===== src/rtl/ssp_host_if.sv =====
// Host-side front end for the SSP register port: queues host TX bytes into the
// SSP TX FIFO and drains the SSP RX FIFO in fixed-length read bursts.
module ssp_host_if #(
  parameter int QDEPTH      = 4,
  parameter int DRAIN_COUNT = 4
) (
  input  logic       PCLK,
  input  logic       CLEAR,
  input  logic       tx_valid,
  input  logic [7:0] tx_data,
  output logic       tx_ready,
  output logic       rx_valid,
  output logic [7:0] rx_data,
  output logic       busy,
  output logic       PSEL,
  output logic       PWRITE,
  output logic [7:0] PWDATA,
  input  logic [7:0] PRDATA,
  input  logic       SSPTXINTR,
  input  logic       SSPRXINTR
);

  localparam int AW = $clog2(QDEPTH);

  typedef enum logic [1:0] {IDLE, WRITE, DRAIN} state_t;

  state_t        state, state_nxt;
  logic [7:0]    mem [QDEPTH];
  logic [AW-1:0] wr_ptr, rd_ptr, rd_ptr_nx;
  logic [AW:0]   count;
  logic          full, empty, push, pop;
  logic [2:0]    drain_cnt, drain_cnt_nxt;
  logic          psel_nxt, pwrite_nxt;
  logic [7:0]    pwdata_nxt;
  logic [7:0]    rd_hold;
  logic          rd_hold_valid;

  assign full      = (count == (AW+1)'(QDEPTH));
  assign empty     = (count == '0);
  assign tx_ready  = !full && !CLEAR;
  assign push      = tx_valid && tx_ready;
  assign pop       = (state == WRITE) && !SSPTXINTR;
  assign rd_ptr_nx = rd_ptr + 1'b1;
  assign busy      = (state != IDLE) || !empty;

  // NOTE: queue storage has no reset; count and pointers alone define validity.
  always_ff @(posedge PCLK) begin
    if (push) mem[wr_ptr] <= tx_data;
  end

  always_ff @(posedge PCLK or posedge CLEAR) begin
    if (CLEAR) begin
      wr_ptr <= '0;
      rd_ptr <= '0;
      count  <= '0;
    end else begin
      if (push) wr_ptr <= wr_ptr + 1'b1;
      if (pop)  rd_ptr <= rd_ptr_nx;
      case ({push, pop})
        2'b10:   count <= count + 1'b1;
        2'b01:   count <= count - 1'b1;
        default: count <= count;
      endcase
    end
  end

  // NOTE: every output of this block gets a default first so no latch is inferred.
  always_comb begin
    state_nxt     = state;
    drain_cnt_nxt = drain_cnt;
    psel_nxt      = 1'b0;
    pwrite_nxt    = 1'b0;
    pwdata_nxt    = PWDATA;
    case (state)
      IDLE: begin
        if (SSPRXINTR) begin
          state_nxt     = DRAIN;
          drain_cnt_nxt = 3'(DRAIN_COUNT);
          psel_nxt      = 1'b1;
        end else if (!empty && !SSPTXINTR) begin
          state_nxt  = WRITE;
          psel_nxt   = 1'b1;
          pwrite_nxt = 1'b1;
          pwdata_nxt = mem[rd_ptr];
        end
      end
      WRITE: begin
        // Same-cycle pushes are not forwarded; a lone pushed byte waits for IDLE.
        if (!SSPTXINTR && !SSPRXINTR && count > (AW+1)'(1)) begin
          psel_nxt   = 1'b1;
          pwrite_nxt = 1'b1;
          pwdata_nxt = mem[rd_ptr_nx];
        end else begin
          state_nxt = IDLE;
        end
      end
      DRAIN: begin
        drain_cnt_nxt = drain_cnt - 1'b1;
        if (drain_cnt == 3'd1) state_nxt = IDLE;
        else                   psel_nxt  = 1'b1;
      end
      default: state_nxt = IDLE;
    endcase
  end

  // NOTE: all sequential state uses non-blocking assignments.
  always_ff @(posedge PCLK or posedge CLEAR) begin
    if (CLEAR) begin
      state         <= IDLE;
      drain_cnt     <= '0;
      PSEL          <= 1'b0;
      PWRITE        <= 1'b0;
      PWDATA        <= '0;
      rd_hold       <= '0;
      rd_hold_valid <= 1'b0;
      rx_data       <= '0;
      rx_valid      <= 1'b0;
    end else begin
      state     <= state_nxt;
      drain_cnt <= drain_cnt_nxt;
      PSEL      <= psel_nxt;
      PWRITE    <= pwrite_nxt;
      PWDATA    <= pwdata_nxt;
      // Read data is staged once so the host pulse trails the SSP read by a cycle.
      rd_hold_valid <= (state == DRAIN);
      if (state == DRAIN) rd_hold <= PRDATA;
      rx_valid <= rd_hold_valid;
      if (rd_hold_valid) rx_data <= rd_hold;
    end
  end

endmodule

===== config.mk =====
export PLATFORM = sky130hd
export DESIGN_NAME = ssp_host_if
export DESIGN_NICKNAME = d
export VERILOG_FILES = /design/src/rtl/ssp_host_if.sv
export SDC_FILE = /design/constraint.sdc
export NUM_CORES = 1
export LEC_CHECK = 0
export CORE_MARGIN = 5
export CORE_UTILIZATION = 59
export DETAILED_ROUTE_END_ITERATION = 10
export GPL_ROUTABILITY_DRIVEN = 0
export GPL_TIMING_DRIVEN = 0
export PLACE_DENSITY = 0.84
export SETUP_SLACK_MARGIN = 0.15
export SLEW_MARGIN = 30
export SYNTH_ARGS = -nofsm -noshare
export SYNTH_HDL_FRONTEND = slang
export SYNTH_SLANG_ARGS = --single-unit
export TNS_END_PERCENT = 50

===== constraint.sdc =====
create_clock -name PCLK -period 5.26 [get_ports PCLK]
set_input_delay 1.578 -clock PCLK [delete_from_list [all_inputs] [get_ports PCLK]]
set_output_delay 1.578 -clock PCLK [all_outputs]
set_load 0.005 [all_outputs]

==> results of run 1 <==
==> registers in the layout (all words and copies together) (netlist names) <==
name           flops
PWDATA             8
state              2
PWRITE             1
rd_hold_valid      1
drain_cnt          3
mem               32
rx_data            8
wr_ptr             2
rd_hold            8
rd_ptr             2
PSEL               1
rx_valid           1
count              3
==> area by class of cell <==
type                       instances  share of cell area, %
inverter                          12                   1.12
buffer                            11                   2.08
tap                               72                   2.24
timing repair buffer              42                   10.7
multi-input combinational        136                   29.3
sequential                        72                   48.8
clock inverter                     5                   1.43
clock buffer                      11                   4.32
==> worst register-to-register path: stages, from the launching register on <==
cell     delay [ns]
dfrtp_1        0.44
inv_1          0.09
ha_1           0.23
a21oi_1        0.40
and3_1         0.55
==> per-layer routing <==
| metal | vias up | track usage [%] | wire (µm) |
|---|---|---|---|
| met5 | - | 0 | 0 |
| met4 | 0 | 10.6 | 143 |
| met3 | 17 | 4.22 | 405 |
| met2 | 56 | 31.1 | 3210 |
| met1 | 1012 | 23.1 | 2670 |
| li1 | 952 | - | - |
==> metrics by stage <==
| step | hold WS [ns] | power (µW) |
|---|---|---|
| 6_report | 0.374 | 2110 |
| 5_1_grt | 0.386 | 2230 |
| 4_1_cts | 0.376 | 2130 |
| 3_5_place_dp | 0.358 | 1620 |
| 3_3_place_gp | 0.362 | 1590 |
| 2_1_floorplan | 0.352 | 1340 |
==> synthesized netlist by cell type (all sizes together), types with 2 or more instances <==
cell type   n
ha         11
edfxtp     32
inv        12
and3        4
nand2      12
clkbuf      2
nor2b       2
o21ai      10
mux2       33
nand2b      3
dfrtp      40
xor2        2
a21oi       4
buf         9
mux2i      17
o221ai      8
xnor2       4
nor2        6
a22oi       8
==> logic make-up (layout without fill, tap and decap cells) <==
family	Yosys count	count (layout)	share of synthesized area, %
flops	72	72	60.0
simple gates	33	33	5.51
fa+ha+maj	11	11	4.21
mux	50	50	16.6
compound gates	36	36	8.15
xor+xnor	6	6	1.61
buf+inv	23	81	3.94
==> cell usage in the layout (no fill, tap or decap), types with 6 or more instances in the layout <==
cell | synthesis | layout
clkdlybuf4s50_1 | 0 | 41
dfrtp_1 | 40 | 40
mux2_2 | 33 | 33
edfxtp_1 | 32 | 32
mux2i_1 | 17 | 17
nand2_1 | 11 | 11
inv_1 | 12 | 11
ha_1 | 11 | 11
clkbuf_8 | 0 | 9
a22oi_1 | 8 | 8
o221ai_1 | 8 | 8
o21ai_1 | 8 | 8
nor2_1 | 6 | 6
==> worst paths after layout <==
kind / start / endpoint / slack [ns] / cells after the start
setup reg to reg: count[0] / mem[3][0] / 3.20 / 4
hold reg to reg: rd_hold_valid / rx_valid / 0.37 / 0
max in group asynchronous: CLEAR / PWDATA[5] / 3.27 / 3
min in group asynchronous: CLEAR / wr_ptr[1] / 1.55 / 2
hold / removal: rd_hold_valid / rx_valid / 0.37 / 0
setup / recovery: CLEAR / tx_ready / 0.68 / 3
==> power by group through the flow <==
stage,combinational (µW),clock [µW],sequential [µW]
final,776,488,847
after global routing,845,520,866
after CTS,785,496,847
after detailed placement,768,0,857
after global placement,745,0,849
after floorplan,495,0,843
==> qor.csv, run 1 <==
metric,value,unit
status,"complete, no violations",
ctsHtreeMaxLevel,3,
place_area,0.00379,mm²
drv_slew,0,
post_cts_buffers,0,
grt_usage,18.9,%
synth_flop_cell,dfrtp_1,
clockRootBuffer,clkbuf_8,
p_clk_share,23.1,%
final_nets,316,
synth.yosys.warnings,0,
antenna_found_initial,0,
finalSetupViolations,0,
clock_sinks,72,
fp.coreArea,0.00544,mm²
num_antenna_cells,0,
grt_pass1_vias,2162,
hp-class,reg2reg,
crit_fanout,6,
grt_max_degree,27,
vdd_drop_max,0.278,mV
timing.fmax,0.218,GHz
critical-path-top-delay-family,buffers and inverters,
first_iter_violations,148,
intPower,1460,µW
die_area,0.00713,mm²
synth_top_cell_by_area,dfrtp_1,
postRouteAntennaNets,0,
hpwl,4210,µm
area_growth,23.0,%
period_needed,4.58,ns
fin_skew,0.00486,ns
cts_resized,0,
p_leak,0.00167,µW
synth_edf_count,32,
drv_cap,0,
relSlewSlack,58.4,%
setup_ws,0.682,ns
postCtsHoldBufs,0,
syn_inst,231,
syn_area,0.00327,mm²
synth_area_per_cell,14.2,µm²
netSwitchingFraction,31.0,%
die_height,84.4,µm
start_util,60.1,%
preCtsSetupSlack,0.696,ns
finalWirelength,6430,µm
combPwrFrac,36.8,%
end_kind,primary output,
worstSkewPairLatency,0.34,ns
drive_above_1_share,22.8,%
grt_setup_unrepaired,no,
crit_buf_inv,2,
clk_path_buf_depth,2,
ys_seq_area_share,60.0,%
power_density,525,mW/mm²
worst_path_max_delay_cell,clkdlybuf4s50_1,
worstPathRequired,3.68,ns
viasPerCell,5.64,
cts_tree,built,
pin_count,42,
synth_top_area_share,30.6,%
synth_fp_nets,263,
netSwitchingPower,654,µW
dr.pass1.iters,5,
synth-seq-cells,72,
grt_pass1_wl,10300,µm
setup_tns,0,ns
path_cells,"clkdlybuf4s50_1, a21oi_1, clkdlybuf4s50_1",
cts_made_buffers,9,
overflow,0,
n_fill_cell,353,
place_inst,345,
seqPwrFrac,40.1,%
fin_area,0.00402,mm²
regArea,0.00196,mm²
async_flop_share,55.6,%
multi_input_area,0.00118,mm²
cp-start-kind,primary input,
portBuffers,41,
synth.distinct_cells,37,
die_w,84.4,µm
drc,0,
ys_top_cells_by_area,"dfrtp_1 31%, edfxtp_1 29%, mux2_2 11%, mux2i_1 5.2%, ha_1 4.2%",
wl_per_cell,17.8,µm
clkTransAtPathRegs,0.07,ns
timing.critical_path.mode_cell,clkdlybuf4s50_1,
cp.arrival,3.00,ns
num_rows,27,
fin_cells,361,
worst_slew_pin_slew,0.621,ns
cp_slowest_stage_delay,0.61,ns
vias,2037,
fin_util,73.9,%
hold_viol,0,
fin_crit_sh,87.0,%
path_class,in2out,
No activity file was read; power rests on OpenSTA's default activity.
==> inputs of run 2 (changes only) <==
--- a/config.mk
+++ b/config.mk
@@ -5,12 +5,12 @@
 export SDC_FILE = /design/constraint.sdc
 export NUM_CORES = 1
 export LEC_CHECK = 0
+export CAP_MARGIN = 20
 export CORE_MARGIN = 5
-export CORE_UTILIZATION = 59
+export CORE_UTILIZATION = 30
 export DETAILED_ROUTE_END_ITERATION = 10
 export GPL_ROUTABILITY_DRIVEN = 0
 export GPL_TIMING_DRIVEN = 0
-export PLACE_DENSITY = 0.84
 export SETUP_SLACK_MARGIN = 0.15
 export SLEW_MARGIN = 30
 export SYNTH_ARGS = -nofsm -noshare
==> qor.csv, run 2 (synthesized netlist as in run 1, its figures left out) <==
metric,value,unit
wl_per_cell,15.3,µm
critical-path-top-delay-family,buffers and inverters,
drive_above_1_share,22.8,%
seqPwrFrac,40.6,%
largest_register_ffs,32,
vias,1924,
combPwrFrac,37.4,%
final_common_cell,clkdlybuf4s50_1,
netSwitchingFraction,31.7,%
n_fill_cell,1050,
status,"complete, no violations",
power_density,506,mW/mm²
rrSetupSlack,3.20,ns
cts_resized,0,
portBuffers,41,
intPower,1410,µW
ctsHtreeMaxLevel,3,
num_antenna_cells,0,
relSlewSlack,55.6,%
final_nets,316,
period_needed,4.59,ns
netSwitchingPower,654,µW
antenna_found_initial,0,
hp-class,reg2reg,
end_kind,primary output,
crit_buf_inv,2,
cp_slowest_stage_delay,0.60,ns
hold_viol,0,
die_w,114,µm
finalSetupViolations,0,
grt_max_degree,30,
grt_usage,10.7,%
cts_made_buffers,9,
die_height,114,µm
die_area,0.0131,mm²
drv_cap,0,
finalWirelength,6570,µm
postCtsHoldBufs,0,
area_growth,25.1,%
worst_hold_slack,0.382,ns
clkTransAtPathRegs,0.08,ns
p_leak,0.00165,µW
vdd_drop_max,0.159,mV
path_cells,"clkdlybuf4s50_1, a21oi_1, clkdlybuf4s50_1",
setup_tns,0,ns
cp-start-kind,primary input,
worstSkewPairLatency,0.34,ns
clock_sinks,72,
grt_pass1_vias,2104,
start_util,30.4,%
crit_fanout,6,
cts_tree,built,
drc,0,
timing.critical_path.mode_cell,clkdlybuf4s50_1,
fin_skew,0.0108,ns
layout_common_cells,"41 x clkdlybuf4s50_1, 40 x dfrtp_1, 33 x mux2_2",
worstPathRequired,3.68,ns
grt_pass1_wl,10900,µm
postRouteAntennaNets,0,
worst_path_max_delay_cell,clkdlybuf4s50_1,
post_cts_buffers,0,
first_iter_violations,89,
top_register,mem,
timing.fmax,0.218,GHz
cp.arrival,3.01,ns
fin_crit_sh,87.3,%
drv_slew,0,
viasPerCell,4.48,
path_class,in2out,
p_clk_share,22.0,%
grt_setup_unrepaired,no,
clk_path_buf_depth,2,
clockRootBuffer,clkbuf_8,
num_rows,38,
hpwl,4660,µm
pin_count,42,
fp.coreArea,0.0107,mm²
worst_slew_pin_slew,0.664,ns
overflow,0,
dr.pass1.iters,4,
## run 2: cell count changes in the layout (fill, tap and decap cells not counted), sizes merged
cell,change
inv,+2
clkinvlp,+1
bufinv,-1
clkinv,-2
## run 2: layer usage
metal,GRT usage [%],up-vias,routed length (µm)
li1,-,953,-
met1,13.7,925,2960
met2,17.7,37,3200
met3,2.11,9,294
met4,4.75,0,102
met5,0,-,0
## run 2: metrics by stage
step	setup slack, ns	instance area (µm²)	utilization (%)	cells	total power [µW]
finish	0.669	4090	38.1	429	2070
global route	0.563	4090	38.1	429	2200
CTS	0.660	4090	38.1	429	2100
detailed placement	0.673	3870	36.1	413	1640
global placement	0.678	3850	35.9	412	1610
floorplan	1.82	3270	-	231	1340
## run 2: area by class of cell
| cell class | instances | area, µm² | area share, % |
|---|---|---|---|
| Inverter | 12 | 45.0 | 1.10 |
| Multi-Input combinational cell | 136 | 1180 | 28.8 |
| Buffer | 11 | 83.8 | 2.05 |
| Tap cell | 140 | 175 | 4.28 |
| Sequential cell | 72 | 1960 | 48.0 |
| Clock inverter | 5 | 40.0 | 0.979 |
| Clock buffer | 11 | 174 | 4.25 |
| Timing Repair Buffer | 42 | 430 | 10.5 |
## run 2: power by group through the flow
stage | logic, µW | clock network, µW | registers [µW]
final | 773 | 454 | 840
after global routing | 853 | 485 | 864
after CTS | 788 | 466 | 842
after detailed placement | 783 | 0 | 855
after global placement | 762 | 0 | 846
after floorplan | 495 | 0 | 843
## run 2: worst reg2reg max path, delay by kind of cell, from the launching register on
kind | cells | cell delay, ns
AND/OR/NAND/NOR | 1 | 0.54
flip-flops | 1 | 0.43
AO/OA/AOI/OAI | 1 | 0.40
adder cells (fa/ha/maj) | 1 | 0.24
buffers and inverters | 1 | 0.09
## run 2: final timing paths
check,start,end,cells after the start
max,CLEAR,tx_ready,3
min,rd_hold_valid,rx_valid,0
max reg2reg,count[0],mem[0][4],4
min reg2reg,rd_hold_valid,rx_valid,0
max in group asynchronous,CLEAR,PWDATA[4],3
min in group asynchronous,CLEAR,state[0],2
